--- src/rtl/seq_det_pkg.sv ---
// -----------------------------------------------------------------------------
// seq_det_pkg
// Shared definitions for the serial sequence detector family.
//   SEQ_LEN_MAX    : widest pattern any detector in this family accepts
//   state_width()  : bits needed to hold a match depth 0..LEN-1
//   low_mask()     : k low-order ones, used for variable-length bit compares
//   pattern_prefix(): the first k received bits of a pattern, right-aligned
//   border_len()   : overlap restart depth after a full match
// -----------------------------------------------------------------------------
package seq_det_pkg;

    localparam int SEQ_LEN_MAX = 16;

    function automatic int state_width(input int len);
        return $clog2(len);
    endfunction

    function automatic logic [SEQ_LEN_MAX-1:0] low_mask(input int k);
        logic [SEQ_LEN_MAX-1:0] m;
        m = {SEQ_LEN_MAX{1'b0}};
        for (int i = 0; i < SEQ_LEN_MAX; i++) begin
            m[i] = (i < k);
        end
        return m;
    endfunction

    // The first received bit sits at pattern[len-1], so the first k bits are
    // the top k bits of the pattern shifted down to the LSBs.
    function automatic logic [SEQ_LEN_MAX-1:0] pattern_prefix(
        input logic [SEQ_LEN_MAX-1:0] pattern,
        input int                     len,
        input int                     k
    );
        return (pattern >> (len - k)) & low_mask(k);
    endfunction

    // Longest proper border: largest k < len whose length-k suffix equals the
    // length-k prefix. Zero when the pattern has no self-overlap.
    function automatic int border_len(
        input logic [SEQ_LEN_MAX-1:0] pattern,
        input int                     len
    );
        int b;
        b = 0;
        for (int k = 1; k < len; k++) begin
            if ((pattern & low_mask(k)) == pattern_prefix(pattern, len, k)) begin
                b = k;
            end
        end
        return b;
    endfunction

endpackage

--- src/rtl/sat_counter.sv ---
// -----------------------------------------------------------------------------
// sat_counter
// Up-counter that stops at all-ones instead of wrapping.
//   clk   : rising-edge clock
//   reset : asynchronous active-high clear
//   inc   : add one this cycle (ignored once saturated)
//   count : registered count value
// -----------------------------------------------------------------------------
module sat_counter
    import seq_det_pkg::*;
#(
    parameter int CNT_W = 8
) (
    input  logic             clk,
    input  logic             reset,
    input  logic             inc,
    output logic [CNT_W-1:0] count
);

    logic [CNT_W-1:0] count_r;

    // Count register: increments on inc, holds at all-ones.
    always_ff @(posedge clk or posedge reset) begin
        if (reset) begin
            count_r <= {CNT_W{1'b0}};
        end else if (inc && (count_r != {CNT_W{1'b1}})) begin
            count_r <= count_r + {{(CNT_W-1){1'b0}}, 1'b1};
        end else begin
            count_r <= count_r;
        end
    end

    assign count = count_r;

endmodule

--- src/rtl/mealy_seq_detector.sv ---
// -----------------------------------------------------------------------------
// mealy_seq_detector
// Parametrised Mealy serial sequence detector. One bit is consumed per clock
// while en=1; y rises combinationally in the cycle the final pattern bit is
// presented.
//   clk         : rising-edge clock
//   reset       : asynchronous active-high reset (state, history, counter)
//   en          : bit-valid qualifier
//   x           : serial data bit, PATTERN[LEN-1] arrives first
//   y           : match flag, en & (state==LEN-1) & (x==PATTERN[0])
//   state       : registered match depth
//   match_count : saturating match counter (only with MATCH_COUNT_EN defined)
// Build option: define MATCH_COUNT_EN to add the match_count port and counter.
// -----------------------------------------------------------------------------
module mealy_seq_detector
    import seq_det_pkg::*;
#(
    parameter int                     LEN     = 4,
    parameter logic [SEQ_LEN_MAX-1:0] PATTERN = 16'b1011,
    parameter bit                     OVERLAP = 1'b1,
    parameter int                     CNT_W   = 8,
    localparam int                    SW      = state_width(LEN)
) (
    input  logic             clk,
    input  logic             reset,
    input  logic             en,
    input  logic             x,
    output logic             y,
    output logic [SW-1:0]    state
`ifdef MATCH_COUNT_EN
    ,
    output logic [CNT_W-1:0] match_count
`endif
);

    // Elaboration-time legality checks.
    if (LEN < 2 || LEN > SEQ_LEN_MAX) begin : g_bad_len
        $fatal(1, "mealy_seq_detector: LEN must be within 2..16");
    end
    if ((PATTERN >> LEN) != {SEQ_LEN_MAX{1'b0}}) begin : g_bad_pattern
        $fatal(1, "mealy_seq_detector: PATTERN wider than LEN");
    end
    if (CNT_W < 1) begin : g_bad_cnt_w
        $fatal(1, "mealy_seq_detector: CNT_W must be at least 1");
    end

    localparam logic [SW-1:0] S_EMPTY  = {SW{1'b0}};
    localparam logic [SW-1:0] S_LAST   = SW'(LEN - 1);
    localparam logic [SW-1:0] S_BORDER = SW'(border_len(PATTERN, LEN));

    logic [SW-1:0]          state_r;
    logic [SW-1:0]          state_nxt_s;
    logic [SW-1:0]          fallback_s;
    logic [LEN-2:0]         hist_r;
    logic [LEN-1:0]         window_s;
    logic [SEQ_LEN_MAX-1:0] window_ext_s;
    logic                   match_s;

    // Newest bit in the LSB: window holds the last LEN accepted bits if x is taken.
    assign window_s = {hist_r, x};
    assign match_s  = en & (state_r == S_LAST) & (x == PATTERN[0]);

    // Zero-extend the window so it can be masked against package helpers.
    always_comb begin
        window_ext_s             = {SEQ_LEN_MAX{1'b0}};
        window_ext_s[LEN-1:0]    = window_s;
    end

    // Fallback depth: longest k <= state+1 whose last k bits form the
    // pattern's first k bits. The k <= state+1 bound keeps bits already
    // consumed by a non-overlapping match from being reused.
    always_comb begin
        fallback_s = S_EMPTY;
        for (int k = 1; k < LEN; k++) begin
            if ((k <= int'(state_r) + 1) &&
                ((window_ext_s & low_mask(k)) == pattern_prefix(PATTERN, LEN, k))) begin
                fallback_s = SW'(k);
            end else begin
                fallback_s = fallback_s;
            end
        end
    end

    // Next-state selection: hold, restart after match, or fall back.
    always_comb begin
        if (!en) begin
            state_nxt_s = state_r;
        end else if (match_s) begin
            state_nxt_s = OVERLAP ? S_BORDER : S_EMPTY;
        end else begin
            state_nxt_s = fallback_s;
        end
    end

    // State and history registers; history shifts only on accepted bits.
    always_ff @(posedge clk or posedge reset) begin
        if (reset) begin
            state_r <= S_EMPTY;
            hist_r  <= {(LEN-1){1'b0}};
        end else if (en) begin
            state_r <= state_nxt_s;
            hist_r  <= window_s[LEN-2:0];
        end else begin
            state_r <= state_r;
            hist_r  <= hist_r;
        end
    end

    assign y     = match_s;
    assign state = state_r;

`ifdef MATCH_COUNT_EN
    sat_counter #(
        .CNT_W (CNT_W)
    ) u_match_cnt (
        .clk   (clk),
        .reset (reset),
        .inc   (match_s),
        .count (match_count)
    );
`endif

endmodule

--- config.mk ---
export PLATFORM = sky130hd
export DESIGN_NAME = mealy_seq_detector
export DESIGN_NICKNAME = d
export VERILOG_FILES = /design/src/rtl/seq_det_pkg.sv /design/src/rtl/sat_counter.sv /design/src/rtl/mealy_seq_detector.sv
export SDC_FILE = /design/constraint.sdc
export NUM_CORES = 1
export LEC_CHECK = 0
export BUFFER_PORTS_ARGS = -buffer_cell sky130_fd_sc_hd__buf_2
export CORE_AREA = 2 2 39 41
export DETAILED_ROUTE_END_ITERATION = 8
export DIE_AREA = 0 0 41 43
export SYNTH_ARGS = -nofsm -noshare
export SYNTH_HDL_FRONTEND = slang
export SYNTH_HIERARCHICAL = 1
export SYNTH_SLANG_ARGS = --single-unit
--- constraint.sdc ---
create_clock -name clk -period 1.5 [get_ports clk]
set_input_delay 0.075 -clock clk [delete_from_list [all_inputs] [get_ports clk]]
set_output_delay 0.075 -clock clk [all_outputs]
set_load 0.02 [all_outputs]
==> results.md, run 1 <==
- Routability cong.: 0.690
- Worst Hold Depth: 2
- Number of synthesized register bits: 4
- Hold Startpoint: x
- CORE AREA: 0.00138 mm^2
- Post-route ant nets: 0
- Reg-to-reg endpoint: state[1]
- Slew HR: 86.3%
- Initial core utilization: 12.7%
- Die area: 0.00176 mm^2
- Ant diodes: 0
- Mux share of post-synthesis cell area: 6.43%
- Synth top area cells: dfrtp_1 57%, o21ai_0 8.6%, inv_1 8.6%
- Yosys top cell by area: dfrtp_1
- Critical Path Sink Type: output pin
- Hold path endpoint: state[1]
- GRT Total Usage: 6.12%
- Synth top cells by count: 4 x dfrtp_1, 4 x inv_1, 3 x o21ai_0
- DP HPWL: 293 um
- Final period utilization: 67.9%
- Net Count, Synth: 22
- Syn Std Cell Area: 175 um^2
- Total power: 302 uW
- Clk_lat worst skew: 0.24 ns
- Clk pwr share: 43.9%
- Slowest CP cell: dfrtp_1
- Clock Pin Slew Worst Setup and Hold Paths: 0.04 ns
- Post-synth top flop: dfrtp_1
- Final nets: 34
- P_sw: 74.3 uW
- Fraction of layout cells with a size suffix above 1: 35.7%
- Drt first-iter violations: 0
- Count of yosys warnings during synthesis: 6
- Fin cells: 44
- Outcome: completed
- Final Max Slew Viols: 0
- R2R Setup Slk: 0.57 ns
- Hold Violations, Final: 0
- Buffers on Ports: 6
- Inst Count DP: 40
- Number of setup violations in the final report: 0
- Post-synth EDFFs: 0
- Height of the die: 43 um
- TNS Setup: 0 ns
- Ports: 7
- Clock sink count: 4
- Largest family of logic cells by synthesized area: compound AO/OA/AOI/OAI gates
- H-tree levels: 1
- RSZ-0062 raised after global routing: no
- Routed wire length: 356 um
- Sequential Power Share: 42.7%
- Slowest stage delay, CP: 0.39 ns
- Register area share after synthesis: 57.1%
- Post-Place Cell Area: 225 um^2
- Row count: 14
- Vias in the first global route: 161
- VDD IR-drop max: 0.330 mV
- Unique cell type count in the Yosys netlist: 9
- Lkg Pwr: 0.132 nW
- CTS tree: done
- Num CTS Buffers: 3
- XOR/XNOR Fraction of Synth Area: 0%
- Post-synthesis compound-gate area fraction: 15.7%
- CTS max path bufs: 2
- HP Class: in2reg
- Drt first pass iters: 1
- Syn_area_per_cell: 9.73 um^2
- Routed WL per cell: 8.09 um
- Combinational share of power: 13.5%
- Top cell type's share of synthesized area: 57.1%
- Pwr Density: 1170 mW/mm^2
- FFs w/ async S/R, synth: 100%
- Initial antenna violation count: 0
- Total number of vias: 165
- Largest net degree at the start of global routing: 7
- Max FO, Critical Path: 5
- GRT overflow: 0
- CTS resizes: 0
- Crit path buf inv count: 1
- CP arrival: 0.94 ns
- Die Wd: 41 um
- Post-layout util: 18.6%
- Fin area: 258 um^2
- CP startpoint kind: flip-flop
- Critical-path cell list: nand2_1 -> nor2_1 -> buf_2
- PnR worst setup slack: 0.482 ns
- Post-Syn Instances: 18
- First-pass GRT wire length: 614 um
- Worst path top cell family by delay: flip-flops
- Slew @ Worst Pin: 0.202 ns
- Max-cap violations: 0
- Simple-gate area share of the yosys netlist: 12.1%
- Critical Path RT: 1.42 ns
- Area grow syn2layout: 47.1%
- Crit Path Class: reg2out
- Clk root buf: clkbuf_4
- Minimum clock period: 1.02 ns
- FMAX: 0.982 GHz
- Switching Share: 24.6%
- RR Startpoint: state[0]
- # DRC: 0
- Cell internal pwr: 228 uW
- Adder-cell share of the synthesized area: 0%
- Vias per inst: 3.75
- R2R depth: 3
- Worst hold slack: 0.0609 ns
- Layout Skew: 0.00355 ns
- Post-place setup slack: 0.561 ns
registers in the layout, indices dropped and copies added, names as in the netlist:
signal	count
state	2
hist_r	2
power groups by stage:
stage,combinational (mW),clock (mW),sequential (mW)
2_1_floorplan,0.0179,0,0.135
3_3_place_gp,0.0388,0,0.130
3_5_place_dp,0.0394,0,0.131
4_1_cts,0.0413,0.140,0.129
5_1_grt,0.0463,0.148,0.132
6_report,0.0407,0.133,0.129
timing repair:
action,CTS,global route
setup buffers,0,0
hold endpoints to repair,4,0
hold buffers,1,0
placed cells by master, fill, tap and decap left out:
| cell type | instances |
|---|---|
| buf_2 | 6 |
| inv_1 | 4 |
| dfrtp_1 | 4 |
| o21ai_0 | 3 |
| clkbuf_4 | 3 |
| nand2_1 | 2 |
| mux2_2 | 1 |
| nor2_1 | 1 |
| a21oi_1 | 1 |
| nor4bb_1 | 1 |
| o31ai_1 | 1 |
| dlygate4sd3_1 | 1 |
how the worst max path moves through the flow:
stage | depth (start not counted) | to | slack, ns | start
3_3_place_gp | 3 | state[1] | 0.58 | state[0]
6_report | 3 | y | 0.48 | state[0]
5_1_grt | 3 | y | 0.40 | state[0]
2_1_floorplan | 3 | state[1] | 0.53 | state[0]
3_5_place_dp | 3 | state[1] | 0.56 | state[0]
4_1_cts | 3 | y | 0.45 | state[0]
cells by family after synthesis:
kind of cell | count (synthesis)
AO/OA/AOI/OAI | 5
flip-flops | 4
AND/OR/NAND/NOR | 4
buffers and inverters | 4
multiplexers | 1
worst register-to-register path: cells and delay by family, from the launching register on:
family | cells | cell delay (ns)
AO/OA/AOI/OAI | 2 | 0.17
AND/OR/NAND/NOR | 1 | 0.25
flip-flops | 1 | 0.41
cell type report:
type,count,area [um^2]
clock buffers,3,22.5
fillers,155,1130
inverters,4,15.0
multi-input cells,10,60.1
flip-flops and latches,4,100
well taps,16,20.0
repair buffers,7,40.0
metal layers:
| metal | track usage (%) | wire (um) |
|---|---|---|
| met2 | 6.56 | 154 |
| met4 | 4.00 | 0 |
| met3 | 7.85 | 40 |
| met5 | 0 | 0 |
| met1 | 6.11 | 161 |
No activity file was read; power rests on OpenSTA's default activity.
==> run 2: changes to the inputs <==
==> constraint.sdc (replaced) <==
create_clock -name clk -period 0.9 [get_ports clk]
set_input_delay 0.045 -clock clk [delete_from_list [all_inputs] [get_ports clk]]
set_output_delay 0.045 -clock clk [all_outputs]
set_load 0.02 [all_outputs]
==> results.md, run 2 (same netlist as run 1, synthesis figures left out) <==
- Slew @ Worst Pin: 0.223 ns (+0.0207 ns)
- First-pass GRT wire length: 496 um (-19%)
- Outcome: finished with violations
- Minimum clock period: 1.03 ns
- CP arrival: 0.99 ns (+0.05 ns)
- CP startpoint kind: flip-flop
- Height of the die: 43 um (unchanged)
- Fin cells: 47 (+6.8%)
- R2R depth: 4 (+1)
- GRT Total Usage: 5.24% (-0.88 points)
- Number of setup violations in the final report: 3 (+3)
- Switching Share: 24.2% (-0.37 points)
- Vias in the first global route: 135 (-16%)
- Routability cong.: 0.606 (-12%)
- Initial core utilization: 12.7% (unchanged)
- Clock sink count: 4 (unchanged)
- P_sw: 131 uW (+77%)
- Critical Path RT: 0.85 ns (-0.57 ns)
- CORE AREA: 0.00138 mm^2 (unchanged)
- Max FO, Critical Path: 3 (-2)
- Clk root buf: clkbuf_4
- RR Startpoint: state[0]
- VDD IR-drop max: 0.407 mV (+23%)
- Total power: 542 uW (+79%)
- H-tree levels: 1 (unchanged)
- Critical-path cell list: buf_6 -> nand2_2 -> nor2_1 -> buf_4
- Routed WL per cell: 7.64 um (-5.6%)
- Layout Skew: 0.00866 ns (+0.00512 ns)
- Initial antenna violation count: 0 (unchanged)
- Slowest stage delay, CP: 0.41 ns (+0.02 ns)
- Routed wire length: 359 um (+0.84%)
- Most frequent cells in the layout: 5 x buf_2, 4 x inv_1, 3 x o21ai_0, 3 x clkbuf_4, 3 x dfrtp_1
- Post-route ant nets: 0 (unchanged)
- Ant diodes: 0 (unchanged)
- Seq. cell area: 101 um^2 (+1.2%)
- Die Wd: 41 um (unchanged)
- Vias per inst: 3.57 (-4.7%)
- Drt first pass iters: 2 (+1)
- DP HPWL: 262 um (-11%)
- CP Capture Point: y
- Crit Path Class: reg2out
- Sequential Power Share: 39.5% (-3.2 points)
- Ports: 7 (unchanged)
- Clk pwr share: 44.6% (+0.7 points)
- # DRC: 0 (unchanged)
- Inst Count DP: 41 (+2.5%)
- Fraction of layout cells with a size suffix above 1: 45.2% (+9.4 points)
- CTS tree: done
- Die area: 0.00176 mm^2 (unchanged)
- Slowest CP cell: dfrtp_2
- FMAX: 0.970 GHz
- Slew HR: 85.0% (-1.3 points)
- Buffers on Ports: 6 (unchanged)
- Total number of vias: 168 (+1.8%)
- Drt first-iter violations: 2 (+2)
- Combinational share of power: 16.0% (+2.5 points)
- Multi-input logic area: 62.6 um^2 (+4.2%)
- RSZ-0062 raised after global routing: yes
- Final period utilization: 115%
- Clk_lat worst skew: 0.24 ns (about the same)
- Crit. Startpoint: state[0]
- Pwr Density: 1890 mW/mm^2 (+61%)
- R2R Setup Slk: -0.11 ns (-0.68 ns)
- Lkg Pwr: 0.144 nW (+8.8%)
- Hold Violations, Final: 0 (unchanged)
- HP Class: in2reg
- Final nets: 36 (+5.9%)
- Failing checks: negative setup slack
- Max-cap violations: 0 (unchanged)
- Reg-to-reg endpoint: state[1]
- PnR worst setup slack: -0.131 ns (-0.613 ns)
- Fill cell count: 156 (+0.65%)
- Area grow syn2layout: 63.6%
- CTS max path bufs: 2 (unchanged)
- Final Max Slew Viols: 0 (unchanged)
- Cell internal pwr: 411 uW (+80%)
- Row count: 14 (unchanged)
- Critical Path Sink Type: output pin
- Largest net degree at the start of global routing: 7 (unchanged)
- Num CTS Buffers: 3 (unchanged)
- Commonest non-fill, non-tap cell in the layout: buf_2
- Clock Pin Slew Worst Setup and Hold Paths: 0.04 ns (about the same)
- GRT overflow: 0 (unchanged)
run 2: critical path: cells and delay by family (launching register included):
family / cells / cell delay, ns
simple gates: 2 / 0.07
flops: 1 / 0.41
buf+inv: 2 / 0.27
run 2: how the worst min path moves through the flow:
stage	startpoint	to	slack [ns]	depth (start not counted)
after floorplan	reset	hist_r[0]	-0.19	1
after global placement	reset	hist_r[0]	-0.07	2
after detailed placement	reset	hist_r[0]	-0.07	2
after CTS	x	state[1]	0.03	2
after global routing	x	state[1]	0.03	2
final	x	state[1]	0.04	2
run 2: metrics by stage:
step	TNS, ns	utilization, %	setup WS, ns	hold slack (ns)	instance area (um^2)
4_1_cts	-0.298	20.7	-0.135	0.0280	287
3_3_place_gp	-0.00209	16.9	-0.00209	-0.0730	234
3_5_place_dp	-0.0304	16.9	-0.0304	-0.0699	234
2_1_floorplan	-0.0400	-	-0.0400	-0.189	176
5_1_grt	-0.464	20.7	-0.174	0.0291	287
6_report	-0.294	20.7	-0.131	0.0409	287
run 2: final cells by class:
class / count / share of cell area, %
Multi-Input combinational cell: 10 / 21.8
Inverter: 4 / 5.24
Clock buffer: 4 / 9.17
Sequential cell: 4 / 35.4
Tap cell: 16 / 6.99
Timing Repair Buffer: 9 / 21.4
run 2: timing repair:
action / 4_1_cts / 5_1_grt
buffers inserted: 1 / 0
endpoints found under the hold margin: 4 / 0
hold buffers: 1 / 0
gates resized for setup: 3 / 0
setup endpoints to repair: 3 / 4
run 2: per-layer routing:
metal  track usage, %  wire [um]  share of wire (%)
met1             4.89        151                 42
met2             5.00        162                 45
met3             4.71         39                 11
met4             8.00          6                1.7
met5                0          0                  0
run 2: power groups by stage:
stage | Combinational [mW] | Sequential, mW | Clock, mW
finish | 0.0866 | 0.214 | 0.242
global route | 0.0967 | 0.216 | 0.279
CTS | 0.0879 | 0.214 | 0.256
detailed placement | 0.0746 | 0.215 | 0
global placement | 0.0738 | 0.214 | 0
floorplan | 0.0298 | 0.226 | 0
==> run 3: changes to the inputs <==
--- a/config.mk
+++ b/config.mk
@@ -7,8 +7,10 @@
 export LEC_CHECK = 0
 export BUFFER_PORTS_ARGS = -buffer_cell sky130_fd_sc_hd__buf_2
 export CORE_AREA = 2 2 39 41
+export CTS_BUF_LIST = sky130_fd_sc_hd__clkbuf_8 sky130_fd_sc_hd__clkbuf_16
 export DETAILED_ROUTE_END_ITERATION = 8
 export DIE_AREA = 0 0 41 43
+export SETUP_SLACK_MARGIN = 0.4
 export SYNTH_ARGS = -nofsm -noshare
 export SYNTH_HDL_FRONTEND = slang
 export SYNTH_HIERARCHICAL = 1
==> results.md, run 3 (same netlist as run 1, synthesis figures left out) <==
- CTS tree: done
- Worst Hold Depth: 2 (unchanged)
- Clk_lat worst skew: 0.22 ns (-0.02 ns)
- Drt first pass iters: 2 (unchanged)
- Total power: 740 uW (+36%)
- R2R Setup Slk: -0.05 ns (+0.06 ns)
- Critical Path Sink Type: output pin
- PnR worst setup slack: -0.108 ns (+0.0226 ns)
- Final period utilization: 112% (-2.5 points)
- Buffers on Ports: 6 (unchanged)
- Crit Path Class: reg2out
- Die Wd: 41 um (unchanged)
- Minimum clock period: 1.01 ns (-0.0226 ns)
- Switching Share: 24.0% (-0.26 points)
- Post-route ant nets: 0 (unchanged)
- Clk root buf: clkbuf_8
- Critical Path Stages: 4 (unchanged)
- CORE AREA: 0.00138 mm^2 (unchanged)
- Met1 usage: 7.87% (+3.0 points)
- Slew HR: 86.6% (+1.6 points)
- Clock sink count: 4 (unchanged)
- Slew @ Worst Pin: 0.198 ns (-0.0247 ns)
- Pwr Density: 2090 mW/mm^2 (+10%)
- Max-cap violations: 0 (unchanged)
- TNS Setup: -0.205 ns (+0.0893 ns)
- Sequential Power Share: 29.5% (-10 points)
- Lkg Pwr: 0.178 nW (+24%)
- Vias in the first global route: 196 (+45%)
- Total number of vias: 189 (+13%)
- Fin cells: 49 (+4.3%)
- CTS max path bufs: 2 (unchanged)
- Routed wire length: 433 um (+21%)
- CP arrival: 0.96 ns (-0.03 ns)
- Vias per inst: 3.86 (+7.9%)
- Critical-path cell list: buf_6 -> nand2_4 -> nor2_4 -> buf_6
- Failing checks: negative setup slack
- Crit-path most repeated cell: buf_6
- Die area: 0.00176 mm^2 (unchanged)
- Slowest stage delay, CP: 0.40 ns (about the same)
- Final Max Slew Viols: 0 (unchanged)
- Ports: 7 (unchanged)
- Num CTS Buffers: 3 (unchanged)
- Routability cong.: 0.695 (+15%)
- Largest net degree at the start of global routing: 7 (unchanged)
- Final nets: 38 (+5.6%)
- CP Capture Point: y
- First-pass GRT wire length: 779 um (+57%)
- GRT overflow: 0 (unchanged)
- Hold Violations, Final: 0 (unchanged)
- Drt first-iter violations: 4 (+2)
- Reg-to-reg endpoint: state[1]
- Combinational share of power: 16.8% (+0.8 points)
- # DRC: 0 (unchanged)
- Layout Skew: 0.00951 ns (+0.000852 ns)
- Ant diodes: 0 (unchanged)
- Clock Pin Slew Worst Setup and Hold Paths: 0.04 ns (about the same)
- Row count: 14 (unchanged)
- Clk pwr share: 53.7% (+9.1 points)
- Area grow syn2layout: 102%
- Fraction of layout cells with a size suffix above 1: 63.6% (+18 points)
- Initial antenna violation count: 0 (unchanged)
- GRT Total Usage: 7.47% (+2.2 points)
- Gr busiest metal: met4
- Crit. Startpoint: state[0]
- M3 GR Usage: 5.76% (+1.0 points)
- Routed WL per cell: 8.84 um (+16%)
- Outcome: finished with violations
- Fin area: 354 um^2 (+24%)
- Initial core utilization: 12.7% (unchanged)
- HP Class: in2reg
- Inst Count DP: 42 (+2.4%)
- P_sw: 177 uW (+35%)
- CP startpoint kind: flip-flop
- Critical Path RT: 0.85 ns (about the same)
- FMAX: 0.992 GHz (+2.2%)
- Post-Place Cell Area: 254 um^2 (+8.6%)
- Height of the die: 43 um (unchanged)
- Slowest CP cell: dfrtp_2
- H-tree levels: 1 (unchanged)
- Cell internal pwr: 562 uW (+37%)
- Most frequent cells in the layout: 4 x buf_2, 3 x inv_1, 3 x clkbuf_8, 3 x buf_4, 3 x buf_6
- R2R depth: 3 (-1)
- Commonest non-fill, non-tap cell in the layout: buf_2
- Crit path buf inv count: 2 (unchanged)
- VDD IR-drop max: 0.769 mV (+89%)
- Worst path top cell family by delay: flip-flops
- Number of setup violations in the final report: 3 (unchanged)
- Post-layout util: 25.6% (+4.9 points)
- RR Startpoint: state[0]
- RSZ-0062 raised after global routing: yes
- Met2 usage: 7.50% (+2.5 points)
- Max FO, Critical Path: 4 (+1)
## run 3: cell types whose count changed in the layout (fill, tap and decap cells not counted), sizes merged
cell | before | now
buf | 8 | 10
clkbuf | 4 | 3
inv | 4 | 5
## run 3: worst min path at each step
stage	from	to
final	x	state[1]
after global routing	x	state[1]
after CTS	x	state[1]
after detailed placement	reset	hist_r[1]
after global placement	reset	hist_r[1]
after floorplan	reset	hist_r[0]
## run 3: per-layer routing
layer  wire length, um  vias to the layer above
li1                  -                       91
met1               188                       85
met2               155                        8
met3                60                        5
met4                28                        0
met5                 0                        -
## run 3: layout make-up
| class | instances | area (um^2) |
|---|---|---|
| Inverter | 4 | 15.0 |
| Tap cell | 16 | 20.0 |
| Timing Repair Buffer | 11 | 86.3 |
| Fill cell | 151 | 1030 |
| Multi-Input combinational cell | 10 | 85.1 |
| Clock buffer | 3 | 41.3 |
| Sequential cell | 4 | 103 |
| Clock inverter | 1 | 3.75 |
## run 3: through the flow
| step | hold slack [ns] | setup slack, ns |
|---|---|---|
| 2_1_floorplan | -0.189 | -0.0361 |
| 3_3_place_gp | -0.0606 | -0.0122 |
| 3_5_place_dp | -0.0602 | 0.00172 |
| 4_1_cts | 0.0242 | -0.107 |
| 5_1_grt | 0.0385 | -0.137 |
| 6_report | 0.0285 | -0.108 |
## run 3: power by group through the flow
stage	Clock, mW	Sequential, mW	Combinational [mW]
floorplan	0	0.228	0.0376
global placement	0	0.215	0.0892
detailed placement	0	0.215	0.0909
CTS	0.403	0.216	0.116
global route	0.428	0.219	0.137
finish	0.397	0.218	0.124
## run 3: timing repair
action | CTS | global route
resized for setup | 8 | 2
cloned | 0 | 0
endpoints found under the hold margin | 4 | 0
setup buffers | 1 | 1
hold buffers | 1 | 0
setup endpoints to repair | 7 | 7
pin swaps | 1 | 1
